--- config.mk ---
export PLATFORM = sky130hd
export DESIGN_NAME = change_dispenser
export DESIGN_NICKNAME = d
export VERILOG_FILES = /design/src/rtl/change_dispenser.sv
export SDC_FILE = /design/constraint.sdc
export NUM_CORES = 1
export LEC_CHECK = 0
export CAP_MARGIN = 40
export CORE_MARGIN = 2
export CORE_UTILIZATION = 49
export DETAILED_ROUTE_END_ITERATION = 6
export PLACE_DENSITY_LB_ADDON = 0.2
export SKIP_LAST_GASP = 1
export SLEW_MARGIN = 30
export SYNTH_ARGS = -nofsm -noshare
export SYNTH_HDL_FRONTEND = slang
export SYNTH_SLANG_ARGS = --single-unit
--- constraint.sdc ---
create_clock -name clk -period 3.65 [get_ports clk]
set_clock_uncertainty 0.1 [all_clocks]
set_input_delay 0.9125 -clock clk [delete_from_list [all_inputs] [get_ports clk]]
set_output_delay 0.9125 -clock clk [all_outputs]
set_load 0.02 [all_outputs]
--- src/rtl/change_dispenser.sv ---
// Pays out a change amount one coin per valid/ready transfer, largest coin first.
// Tracks the balance still owed and the number of coins issued, and pulses done at the end.
module change_dispenser #(
  parameter int unsigned WIDTH    = 5,
  parameter int unsigned COIN_HI  = 10,
  parameter int unsigned COIN_MID = 5,
  parameter int unsigned COIN_LO  = 1
) (
  input  logic             clk,
  input  logic             rst,
  input  logic             start,
  input  logic [WIDTH-1:0] change,
  input  logic             abort,
  input  logic             coin_ready,
  output logic             coin_valid,
  output logic [1:0]       coin_sel,
  output logic             busy,
  output logic             done,
  output logic [WIDTH-1:0] remaining,
  output logic [WIDTH-1:0] coin_count,
  output logic [1:0]       dbg_state
);

  // Handshake: a coin moves on a rising edge where coin_valid && coin_ready.
  // coin_valid never waits on coin_ready, and coin_sel is held while a coin is refused.

  typedef enum logic [1:0] {
    S_IDLE     = 2'd0,
    S_DISPENSE = 2'd1,
    S_DONE     = 2'd2
  } state_e;

  localparam logic [1:0] SEL_NONE = 2'b00;
  localparam logic [1:0] SEL_LO   = 2'b01;
  localparam logic [1:0] SEL_MID  = 2'b10;
  localparam logic [1:0] SEL_HI   = 2'b11;

  localparam logic [WIDTH-1:0] HI_V  = WIDTH'(COIN_HI);
  localparam logic [WIDTH-1:0] MID_V = WIDTH'(COIN_MID);
  localparam logic [WIDTH-1:0] LO_V  = WIDTH'(COIN_LO);
  localparam logic [WIDTH-1:0] ONE_V = WIDTH'(1);

  state_e           state_q, state_d;
  logic [WIDTH-1:0] rem_q, rem_d;
  logic [WIDTH-1:0] cnt_q, cnt_d;
  logic [1:0]       pick;
  logic [WIDTH-1:0] pick_val;
  logic             xfer;

  // Greedy pick depends only on the registered balance, so coin_sel has no input path.
  always_comb begin
    pick     = SEL_LO;
    pick_val = LO_V;
    if (rem_q >= HI_V) begin
      pick     = SEL_HI;
      pick_val = HI_V;
    end else if (rem_q >= MID_V) begin
      pick     = SEL_MID;
      pick_val = MID_V;
    end
  end

  assign xfer = (state_q == S_DISPENSE) && coin_ready;

  always_ff @(posedge clk or negedge rst) begin
    if (!rst) begin
      state_q <= S_IDLE;
      rem_q   <= '0;
      cnt_q   <= '0;
    end else begin
      state_q <= state_d;
      rem_q   <= rem_d;
      cnt_q   <= cnt_d;
    end
  end

  always_comb begin
    state_d = state_q;
    rem_d   = rem_q;
    cnt_d   = cnt_q;
    case (state_q)
      S_IDLE: begin
        if (start) begin
          rem_d   = change;
          cnt_d   = '0;
          state_d = (change == '0) ? S_DONE : S_DISPENSE;
        end
      end
      S_DISPENSE: begin
        // A transfer in the abort cycle still counts; abort only ends the payout.
        if (xfer) begin
          rem_d = rem_q - pick_val;
          cnt_d = cnt_q + ONE_V;
        end
        if (abort || (rem_d == '0)) begin
          state_d = S_DONE;
        end
      end
      S_DONE:  state_d = S_IDLE;
      default: state_d = S_IDLE;
    endcase
  end

  always_comb begin
    coin_valid = (state_q == S_DISPENSE);
    coin_sel   = (state_q == S_DISPENSE) ? pick : SEL_NONE;
    busy       = (state_q == S_DISPENSE) || (state_q == S_DONE);
    done       = (state_q == S_DONE);
    remaining  = rem_q;
    coin_count = cnt_q;
    dbg_state  = state_q;
  end

endmodule

==> impl_metrics.toml <==
[floorplan]
fp.dieW_um = 52.1
initial_utilization_pct = 51.7
floorplan.rows = 17
placeableCoreArea_sq_mm = 0.00219
chipHeight_um = 52.1
die_area_sq_mm = 0.00271
io_pins = 27

[timing]
setup_violations_final = 0
final.min_clock_period_ns = 3.10
min_period_over_period_pct = 84.9
timing.final.hold_violations = 0
number_of_pins_exceeding_their_max_slew_limit_in_the_final_report = 0
fmaxAchievable_mhz = 323
hold_slack_ns = 0.468
slew_headroom_pct = 59.8
setup-tns-final_ns = 0
grt_setup_unrepaired = "no"
worst-slew-pin-transition_ns = 0.602

[global_routing]
grt_max_degree = 18
vias_in_the_first_global_route = 1004
global_route.overflow_total = 0
grt_usage_pct = 22.3
grt_pass1_wl_um = 4530
antenna_found_initial = 0

[placement]
placed_cells_incl_taps = 185
gp_congestion = 0.940
dpl-instance-area_sq_mm = 0.00139
dp_hpwl_um = 2070
port-buffer-count = 26

[yosys]
synth_seq_area_share_pct = 26.5
async_reset_ff_share_pct = 100
synth_ff_type = "sky130_fd_sc_hd__dfrtp_1"
netlist_area_sq_mm = 0.00113
number_of_synthesized_flops_with_an_enable_pin = 0
avgSynthCellArea_sq_um = 8.21
gate_count_of_the_mapped_netlist = 138
yosysWarningCount = 0
ys_types = 46
postSynthRegisterBits = 12
syn-num-nets = 157

[layout]
flow.area_growth_from_synthesis_pct = 25.8
design_area_sq_mm = 0.00143
final_layout_size_suffix_gt1_share_pct = 8.07
layout.cells.most_common = "sky130_fd_sc_hd__clkdlybuf4s50_1"
postLayoutCoreUtil_pct = 65.1
fin_nets = 181
count_of_non_filler_cells_in_the_finished_layout = 189
final_cell_mix = "26 x sky130_fd_sc_hd__clkdlybuf4s50_1, 16 x sky130_fd_sc_hd__o21ai_0, 12 x sky130_fd_sc_hd__dfrtp_1"
antenna-diode-count = 0

[pwr]
combinationalPowerShare_pct = 72.8
switching_power_mw = 0.666
seq_power_share_pct = 19.2
static-leakage-power_nw = 0.579
cellPowerDensity_mw_per_mm2 = 940
power.internal_mw = 0.675
clock_power_share_pct = 8.0
irDropWorstVdd_mv = 0.557
power_switching_share_pct = 49.7

[critical_path]
crit_path_start_kind = "flop"
crit_arrival_ns = 2.09
required_ns = 2.64
worst-setup-path-type = "flop to primary output"
critical_path.endpoint_type = "primary output"
cpMaxStageDelayCell = "sky130_fd_sc_hd__clkdlybuf4s50_1"
critPathMaxStageDelay_ns = 0.60
worst-path-buf-inv = 3
critical_path.startpoint = "dbg_state[1]"
ordered_list_of_cells_on_the_worst_path = "inv_1, ha_1, buf_4, and2_1, clkdlybuf4s50_1"
crit-reg2reg-launch = "remaining[3]"
cpLargestDelayFamily = "buffers and inverters"
critical_path.max_fanout = 17

[drt]
route.detailed.drc = 0
route.detailed.vias_per_inst = 5.91
final_antenna_net_count = 0
drt-wirelength-per-cell_um = 14.2
first_pass_iters = 4
total_wirelength_of_the_detailed_routed_design_um = 2680
num_vias = 1117
dr_iter_0_viols = 21

[hold_path]
min_from = "coin_count[1]"
hp-class = "flop to flop"

[clocking]
cts.clk_slew.worst_paths_ns = 0.08
cts.hold.buffers_added = 0
h_tree_depth_reported_by_cts = 1
cts_post_setup_buffers_inserted = 0
clock_tree_from_tritoncts = "done"
post_cts.resized_instances = 0
cts_root_cell = "sky130_fd_sc_hd__clkbuf_4"
cts_buffers = 3
tritoncts_num_sinks = 12
cts_buffer_depth = 2
clk_latency_ns = 0.28

[flow_run]
number_of_max_cap_violations = 0

[run_status]
run_status = "completed"
-- power groups by stage --
| stage | clock network (mW) | registers [mW] | logic, mW |
|---|---|---|---|
| finish | 0.108 | 0.257 | 0.976 |
| global route | 0.118 | 0.267 | 1.08 |
| CTS | 0.112 | 0.258 | 0.978 |
| detailed placement | 0 | 0.259 | 0.972 |
| global placement | 0 | 0.257 | 0.955 |
| floorplan | 0 | 0.299 | 0.644 |
-- through the flow --
stage / power (mW) / worst slack [ns]
2_1_floorplan: 0.943 / 0.994
3_3_place_gp: 1.21 / 0.741
3_5_place_dp: 1.23 / 0.684
4_1_cts: 1.35 / 0.542
5_1_grt: 1.47 / 0.399
6_report: 1.34 / 0.551
-- cells in the mapped netlist, types with 3 or more instances --
| library cell | count | area, sq um |
|---|---|---|
| sky130_fd_sc_hd__dfrtp_1 | 12 | 300 |
| sky130_fd_sc_hd__a31oi_1 | 7 | 43.8 |
| sky130_fd_sc_hd__nor3_1 | 3 | 15.0 |
| sky130_fd_sc_hd__o21ai_0 | 16 | 80.1 |
| sky130_fd_sc_hd__a21oi_1 | 9 | 45.0 |
| sky130_fd_sc_hd__inv_1 | 9 | 33.8 |
| sky130_fd_sc_hd__nand3_1 | 5 | 25.0 |
| sky130_fd_sc_hd__nand2_1 | 9 | 33.8 |
| sky130_fd_sc_hd__nor2_1 | 7 | 26.3 |
| sky130_fd_sc_hd__buf_2 | 4 | 20.0 |
| sky130_fd_sc_hd__nand2b_1 | 4 | 25.0 |
| sky130_fd_sc_hd__ha_1 | 8 | 100 |
| sky130_fd_sc_hd__nor2b_1 | 5 | 31.3 |
| sky130_fd_sc_hd__nor3b_1 | 3 | 22.5 |
-- cell families (layout without fill, tap and decap cells) --
logic type / Yosys count / in the layout / synth area share, %
AND/OR/NAND/NOR: 52 / 52 / 28.9
AO/OA/AOI/OAI: 45 / 45 / 24.4
buffers and inverters: 17 / 40 / 7.06
flip-flops: 12 / 12 / 26.5
adder cells (fa/ha/maj): 9 / 9 / 10.6
multiplexers: 2 / 2 / 1.77
XOR/XNOR: 1 / 1 / 0.773
-- flip-flops by register name, indices dropped and copies added (netlist names) --
name        flops
remaining       5
dbg_state       2
coin_count      5
-- tightest hold or removal path: stages (launching register included) --
cell and delay [ns]:
sky130_fd_sc_hd__dfrtp_1 0.40, sky130_fd_sc_hd__nand2_1 0.06, sky130_fd_sc_hd__o21ai_0 0.07
-- path summary, 6_finish.rpt --
kind / to / slack (ns) / depth (start not counted)
min: coin_count[1] / 0.47 / 2
max: coin_sel[0] / 0.55 / 5
min reg2reg: coin_count[1] / 0.47 / 2
max reg2reg: dbg_state[1] / 0.85 / 11
max in group asynchronous: remaining[2] / 2.18 / 1
min in group asynchronous: coin_count[0] / 0.90 / 1
-- routing by layer --
layer / global-route usage, % / vias up / routed length, um
li1: - / 558 / -
met1: 31.5 / 508 / 1250
met2: 35.0 / 44 / 1240
met3: 0.862 / 7 / 133
met4: 10.5 / 0 / 61
met5: 0 / - / 0
-- final cells by class --
cell class | count | area [sq um]
well taps | 28 | 35.0
multi-input cells | 109 | 753
inverters | 9 | 33.8
repair buffers | 27 | 268
flip-flops and latches | 12 | 300
clock buffers | 4 | 36.3
fillers | 195 | 764
(Power assumes the default switching activity.)
